`src/rtl/bp_pkg.sv`:
```
// Shared definitions for the branch resolution slice: widths, FSM states and
// the per-stage prediction record carried from D to E.
package bp_pkg;
   localparam int PC_W   = 8;
   localparam int CNT_W  = 16;
   localparam int PC_INC = 4;

   typedef enum logic {
      IDLE     = 1'b0,
      REDIRECT = 1'b1
   } bp_state_e;

   typedef struct packed {
      logic            valid;
      logic [PC_W-1:0] pc;
      logic            ptaken;
      logic [PC_W-1:0] ptarget;
   } bp_stage_t;
endpackage

```
`src/rtl/bp_sat_counter.sv`:
```
// Saturating up-counter with enable; holds at all-ones instead of wrapping.
module bp_sat_counter #(
   parameter int W = 16
) (
   input  logic         clk,
   input  logic         rst,
   input  logic         en,
   output logic [W-1:0] cnt
);
   always_ff @(posedge clk or posedge rst) begin
      if (rst) begin
         cnt <= '0;
      end else if (en && (cnt != '1)) begin
         cnt <= cnt + 1'b1;
      end
   end
endmodule

```
`src/rtl/branch_resolve_unit.sv`:
```
// Carries fetch predictions through D and E, resolves them at E, drives the
// predictor update strobes and holds a redirect request to fetch on mispredict.
//
//   state    | meaning
//   ---------+--------------------------------------------------------------
//   IDLE     | pipeline advancing; branches/jumps in E are resolved
//   REDIRECT | redirect_pc offered to fetch; D/E frozen and squashed
module branch_resolve_unit
   import bp_pkg::*;
#(
   parameter int STAT_W = bp_pkg::CNT_W
) (
   input  logic              clk,
   input  logic              rst,
   input  logic              valid_F,
   input  logic [PC_W-1:0]   pc_F,
   input  logic [1:0]        predict_F,
   input  logic [PC_W-1:0]   ptarget_F,
   input  logic              stall,
   input  logic              branch_E,
   input  logic              jump_E,
   input  logic              take_E,
   input  logic [PC_W-1:0]   target_E,
   input  logic              redirect_ready,
   output logic              redirect_valid,
   output logic [PC_W-1:0]   redirect_pc,
   output logic              flush_D,
   output logic              flush_E,
   output logic              upd_branch,
   output logic              upd_jump,
   output logic              upd_take,
   output logic [PC_W-1:0]   upd_pc,
   output logic [STAT_W-1:0] branch_cnt,
   output logic [STAT_W-1:0] mispred_cnt
);
   localparam logic [PC_W-1:0] PC_STEP = PC_W'(PC_INC);

   bp_state_e       state_q;
   bp_stage_t       d_q, e_q, f_stage;
   logic [PC_W-1:0] rpc_q;
   logic            idle, resolvable, act_taken, mispredict, redo;
   logic [PC_W-1:0] correct_pc;
   logic            unused_pred_lsb;

   // Only the direction bit of the 2-bit counter is needed downstream.
   assign unused_pred_lsb = predict_F[0];

   always_comb begin
      f_stage         = '0;
      f_stage.valid   = valid_F;
      f_stage.pc      = pc_F;
      f_stage.ptaken  = predict_F[1];
      f_stage.ptarget = ptarget_F;
   end

   always_comb begin
      idle       = (state_q == IDLE);
      resolvable = e_q.valid & ~stall & idle & (branch_E | jump_E);
      act_taken  = jump_E | take_E;
      mispredict = (act_taken != e_q.ptaken) |
                   (act_taken & e_q.ptaken & (target_E != e_q.ptarget));
      correct_pc = act_taken ? target_E : e_q.pc + PC_STEP;
      redo       = resolvable & mispredict;
   end

   assign upd_branch     = resolvable & branch_E & ~jump_E;
   assign upd_jump       = resolvable & jump_E;
   assign upd_take       = jump_E | take_E;
   assign upd_pc         = e_q.pc;
   assign redirect_valid = (state_q == REDIRECT);
   assign redirect_pc    = rpc_q;
   assign flush_D        = (state_q == REDIRECT);
   assign flush_E        = (state_q == REDIRECT);

   always_ff @(posedge clk or posedge rst) begin
      if (rst) begin
         state_q <= IDLE;
         d_q     <= '0;
         e_q     <= '0;
         rpc_q   <= '0;
      end else begin
         case (state_q)
            IDLE: begin
               if (!stall) begin
                  d_q <= f_stage;
                  e_q <= d_q;
                  // Wrong-path instructions behind the mispredict are squashed.
                  if (redo) begin
                     d_q.valid <= 1'b0;
                     e_q.valid <= 1'b0;
                     rpc_q     <= correct_pc;
                     state_q   <= REDIRECT;
                  end
               end
            end
            REDIRECT: begin
               if (redirect_ready) begin
                  state_q <= IDLE;
               end
            end
            default: state_q <= IDLE;
         endcase
      end
   end

   bp_sat_counter #(.W(STAT_W)) u_branch_cnt (
      .clk (clk),
      .rst (rst),
      .en  (resolvable),
      .cnt (branch_cnt)
   );

   bp_sat_counter #(.W(STAT_W)) u_mispred_cnt (
      .clk (clk),
      .rst (rst),
      .en  (redo),
      .cnt (mispred_cnt)
   );
endmodule

```
`config.mk`:
```
export PLATFORM = sky130hd
export DESIGN_NAME = branch_resolve_unit
export DESIGN_NICKNAME = d
export VERILOG_FILES = /design/src/rtl/bp_pkg.sv /design/src/rtl/bp_sat_counter.sv /design/src/rtl/branch_resolve_unit.sv
export SDC_FILE = /design/constraint.sdc
export NUM_CORES = 1
export LEC_CHECK = 0
export CAP_MARGIN = 10
export CORE_MARGIN = 5
export CORE_UTILIZATION = 30
export CTS_CLUSTER_SIZE = 12
export DETAILED_ROUTE_END_ITERATION = 16
export GPL_TIMING_DRIVEN = 0
export SLEW_MARGIN = 20
export SYNTH_ARGS = -nofsm -noshare
export SYNTH_HDL_FRONTEND = slang
export SYNTH_HIERARCHICAL = 1
export SYNTH_SLANG_ARGS = --single-unit
```
`constraint.sdc`:
```
create_clock -name clk -period 2.7 [get_ports clk]
set_input_delay 0.54 -clock clk [delete_from_list [all_inputs] [get_ports clk]]
set_output_delay 0.54 -clock clk [all_outputs]
set_load 0.03 [all_outputs]
```
# After elaboration in Yosys (flattened, before gate mapping)
# Index checks and enable logic that the tools add are counted.
# Widths: inputs -> output; s select.
dict set report classes {
  n_reduce_logical 4
  shift 0
  muxes 7
  n_lt_le_gt_ge 0
  n_eq_ne 4
  div 0
  addsub 3
  bitwise_logic 15
  multipliers 0
}
# cell n
set op_table {}
lappend op_table {{$add 16x1->16 const B} 2}
lappend op_table {{$ne 16x16->1 const B} 2}
lappend op_table {{$and 1x1->1} 9}
lappend op_table {{$add 8x3->8 const B} 1}
lappend op_table {{$mux 8} 1}
lappend op_table {{$ne 8x8->1} 1}
lappend op_table {{$mux 1} 5}
lappend op_table {{$not 1->1} 3}
lappend op_table {{$or 1x1->1} 3}
lappend op_table {{$reduce_and 3->1} 1}
lappend op_table {{$logic_and 1x1->1} 2}
lappend op_table {{$pmux 1 s2} 1}
lappend op_table {{$reduce_and 2->1} 1}
lappend op_table {{$ne 1x1->1} 1}
dict set report word_totals {
  rom_bits 0
  regBits 77
  latch_bits 0
  ramBits 0
  memories 0
  word_cells 45
  output_inout_bits 54
}

# Longest topological paths before layout
dict set report logic_depth {
  word_depth 8
  ltp_mapped 11
}

# Cells and area by module
# Netlist, hierarchy kept.
# module seq_area_each_um2 n_inst area_per_inst_um2 cells_each
set by_module_without_submodules {}
lappend by_module_without_submodules {branch_resolve_unit 1126.1 1 2100.8 155}
lappend by_module_without_submodules {bp_sat_counter 400.4 2 805.8 71}

# Worst setup path before layout
# OpenSTA, ideal clock, no wires.
dict set report synth_path {
  path_kind {input port to flip-flop}
  start {input port jump_E}
  end {register u_mispred_cnt.cnt[14]}
  t_required_ns 2.575
  setup_time_ns 0.125
  arrival_ns 2.531
  path_slack_ns 0.044
  stages 11
  cell_sequence {or2_1 -> clkbuf_1 -> buf_2 -> ha_1 -> nand2_1 -> o21ai_2 -> buf_6 -> and4_1 -> nand3_1 -> nor2_1 -> mux2_2}
}
dict set report synth_between {
  elab_chain_len 6
  elab_cells_between_ends 9
}
# element line
set synth_lines {}
lappend synth_lines {{start, declared} branch_resolve_unit.sv:21} ;# input logic jump_E,
lappend synth_lines {{$or 1x1->1 (*)} --}
lappend synth_lines {{via upd_take} branch_resolve_unit.sv:31} ;# output logic upd_take,
lappend synth_lines {{$and 1x1->1 (2 in a row)} branch_resolve_unit.sv:61} ;# (act_taken & e_q.ptaken & (target_E != e_q.ptarget));
lappend synth_lines {{$or 1x1->1 (*)} branch_resolve_unit.sv:60} ;# mispredict = (act_taken != e_q.ptaken) |
lappend synth_lines {{$and 1x1->1 (*)} branch_resolve_unit.sv:63} ;# redo = resolvable & mispredict;
lappend synth_lines {{via redo} branch_resolve_unit.sv:41} ;# logic idle, resolvable, act_taken, mispredict, redo;
lappend synth_lines {{$logic_and 1x1->1 (*)} bp_sat_counter.sv:13} ;# end else if (en && (cnt != '1)) begin
lappend synth_lines {{end signal, assigned} bp_sat_counter.sv:14} ;# cnt <= cnt + 1'b1;
lappend synth_lines {{end, declared} bp_sat_counter.sv:8} ;# output logic [W-1:0] cnt
# The timed path passes the listed nets; every way through them passes the cells marked *.
# A chain may end at the register's enable or synchronous reset.

# Final worst setup path
dict set report layout_path {
  start {input port stall}
  end {output port upd_jump}
}
dict set report layout_between {
  elab_chain_len 5
}
# element line
set layout_lines {}
lappend layout_lines {{start, declared} branch_resolve_unit.sv:19} ;# input logic stall,
lappend layout_lines {{$not 1->1 (no line)} --}
lappend layout_lines {{$and 1x1->1 (3 in a row)} branch_resolve_unit.sv:58} ;# resolvable = e_q.valid & ~stall & idle & (branch_E | jump_E);
lappend layout_lines {{$and 1x1->1} branch_resolve_unit.sv:67} ;# assign upd_jump = resolvable & jump_E;
lappend layout_lines {{end, declared} branch_resolve_unit.sv:30} ;# output logic upd_jump,
# No other way between the ends.

==> impl_metrics.yaml <==
synthesis:
  ys_warn_count: 6
  synth_area_per_cell_um2: 12.50
  ys.flop_type: "dfrtp_1"
  ys_seq_area_frac: 0.5190
  synth-edff-count: 0
  synth_seq_cells: 77
  syn_nets: 335
  synth_cell_types: 35
  netlist_instances: 297
  synthArstFlopShare: 1.000
  syn_area_um2: 3712
floorplanning:
  fp.dieH_um: 121.2
  die_w_um: 121.2
  start_util: 0.3078
  rows: 40
  core_region_area_um2: 12060
  num_io_pins: 88
  die_area_um2: 14700
min_path:
  holdCritPathClass: "reg2reg"
  hold_depth: 1
  hold_start: "d_q[3]"
  hold_end: "e_q[3]"
timing:
  setup_violations: 0
  min_period_over_period: 0.9776
  tightest_slew_ps: 641.7
  rsz0062_at_grt: "false"
  max_freq_ghz: 0.3788
  layout_setup_ws_ps: 60.37
  period_minus_slack_ps: 2640
  fin_skew_ps: 8.531
  hold_viol_final: 0
  maxSlewHeadroom: 0.5717
  report.final.slew_viol_count: 0
setup_path:
  reg2regPathDepth: 9
  critPathArrivalTime_ps: 2100
  reg2reg_to: "u_mispred_cnt/cnt[14]"
  crit_type: "in2out"
  cp-start-kind: "primary input"
  r2r-start: "flush_D"
  slowest_stage: "clkdlybuf4s50_1"
  cp_max_fo: 10
  path_cells: "clkdlybuf4s50_1, nor2_4, clkbuf_4, and3_2, dlygate4sd2_1"
  end_kind: "output port"
  r2r_slack_ps: 380
  cp.required_ps: 2160
  max_stage_delay_ps: 560
detailed_routing:
  num_vias: 2649
  drt-initial-drc-count: 212
  wl_met3_um: 553
  avgViaCountPerCell: 4.631
  drc_errors: 0
  avgRoutedWirePerCell_um: 15.18
  dr.pass1.iters: 4
  wl_mm: 8.684
  ant_nets: 0
  wl_met1_mm: 4.118
  top_layer: "met4"
  met2_length_mm: 3.902
power:
  pwr-share-comb: 0.391
  ir_worst_vdd_v: 0.0005642
  clockPowerShare: 0.229
  internal_power_uw: 3176
  p_sw_frac: 0.3489
  p_seq_frac: 0.381
  leakage_uw: 0.002176
  p_sw_uw: 1702
  power_per_cell_area_nw_per_um2: 949.6
run:
  maxCapViolCount: 0
status:
  status: "finished clean"
global_routing:
  grt_usage: 0.1235
  antenna_found_initial: 0
  grt_start_max_net_pins: 27
  grt_pass1_vias: 2670
  grt_pass1_wl_mm: 14.10
  overflow: 0
finish:
  fin_nets: 437
  fillers: 1139
  final_layout_size_suffix_gt1_frac: 0.2673
  final_core_util: 0.4259
  area.growth.synth_to_final_pct: 38.39
  antenna_cells: 0
placement:
  place_ws_ps: -877.2
  dp_hpwl_mm: 6.475
  gp_congestion: 0.7872
  numPortBuffers: 86
clock_tree:
  clk_latency_ps: 330
  clkTransAtPathRegs_ps: 60
  cts_tree: "done"
  clockRootBuffer: "clkbuf_16"
  cts_num_sinks: 77
  cts_buffer_depth: 2
  htreeDepth: 3
  cts_hold_buf: 0
  cts_made_buffers: 9
-- area by class of cell --
class / instances / area, um^2 / share of cell area
repair buffers: 93 / 925.9 / 0.1802
clock buffers: 11 / 242.7 / 0.04725
clock inverters: 5 / 36.28 / 0.007063
flip-flops and latches: 77 / 1927 / 0.3751
inverters: 4 / 15.01 / 0.002923
well taps: 168 / 210.2 / 0.04092
plain buffers: 14 / 108.9 / 0.02119
multi-input cells: 200 / 1672 / 0.3254
-- through the flow --
stage               TNS (ps)  hold WS, ps  instances  instance area (um^2)  power, uW
floorplan                  0        453.7        297                  3712       3039
global placement      -10740        486.2        551                  4783       3717
detailed placement    -10820        490.5        552                  4803       3765
CTS                        0        505.7        572                  5125       4952
global route               0        524.0        572                  5137       5172
finish                     0        502.0        572                  5137       4878
-- how the worst max path moves through the flow --
stage	from	to	depth (start not counted)
2_1_floorplan	jump_E	u_mispred_cnt/cnt[14]	11
3_3_place_gp	jump_E	u_mispred_cnt/cnt[14]	12
3_5_place_dp	jump_E	u_mispred_cnt/cnt[14]	12
4_1_cts	stall	upd_jump	5
5_1_grt	branch_E	u_mispred_cnt/cnt[14]	11
6_report	stall	upd_jump	5
-- flip-flops by register name, indices dropped and copies added (netlist names) --
signal / cells
redirect_pc: 8
u_mispred_cnt/cnt: 16
u_branch_cnt/cnt: 16
d_q: 18
e_q: 10
flush_D: 1
upd_pc: 8
-- what timing repair did --
action	in CTS	in global routing
buffers inserted	6	0
pin swaps	3	0
gates resized for setup	5	3
endpoints found under the hold margin	0	0
setup endpoints to repair	15	3
-- placed cells by master, fill, tap and decap left out, types with 9 or more instances in the layout --
cell             Yosys  final
clkdlybuf4s50_1      0     83
nand4_1             12     12
nand3_1             16     16
o21ai_0              9      9
clkbuf_16            0      9
mux2_2              43     43
nand2_1             21     21
dfrtp_1             77     77
xnor2_1             31     31
buf_4               12     18
-- worst max-delay path: cells and delay by family --
kind / cells / cell delay [ps]
and+or+nand+nor: 2 / 350
buffers and inverters: 3 / 1210
-- synthesized netlist by cell type (2+ instances only) --
library cell | count | area share
dfrtp_1 | 77 | 0.52
mux2i_1 | 2 | 0.0054
nand4_1 | 12 | 0.020
and3_1 | 8 | 0.013
nor2_1 | 7 | 0.0071
and4_2 | 2 | 0.0054
buf_4 | 12 | 0.024
nand3_1 | 16 | 0.022
nand2b_1 | 2 | 0.0034
and4_1 | 7 | 0.017
nand2_2 | 3 | 0.0051
xor2_1 | 3 | 0.0071
mux2_2 | 43 | 0.13
nand4_2 | 2 | 0.0067
xnor2_1 | 31 | 0.073
nand4_4 | 2 | 0.011
o21ai_2 | 2 | 0.0047
o21a_1 | 2 | 0.0040
mux2_4 | 6 | 0.024
and3_2 | 3 | 0.0061
nor4_4 | 2 | 0.011
nand2_1 | 21 | 0.021
a21oi_1 | 4 | 0.0054
and2_1 | 2 | 0.0034
inv_1 | 4 | 0.0040
ha_1 | 4 | 0.013
o21ai_0 | 9 | 0.012
buf_2 | 2 | 0.0027
-- cell families after synthesis --
group / share of synthesized area
and+or+nand+nor: 0.1635
adders and majority gates: 0.01348
AOI/OAI and AO/OA: 0.02865
buffers and inverters: 0.03505
DFF: 0.5190
muxes: 0.1601
xor gates and xnor gates: 0.08022
-- metal layers --
metal	vias up	track usage
met5	-	0
met4	0	0.03992
met3	9	0.04196
met2	73	0.1869
met1	1313	0.1664
li1	1254	-
-- power by group through the flow --
stage / clock network, uW / logic, uW / registers (uW)
global route: 1200 / 2050 / 1920
finish: 1110 / 1910 / 1860
global placement: 0 / 1840 / 1870
CTS: 1150 / 1930 / 1860
detailed placement: 0 / 1890 / 1880
floorplan: 0 / 1010 / 2020
Note: power is estimated with default switching activity, not from simulation.
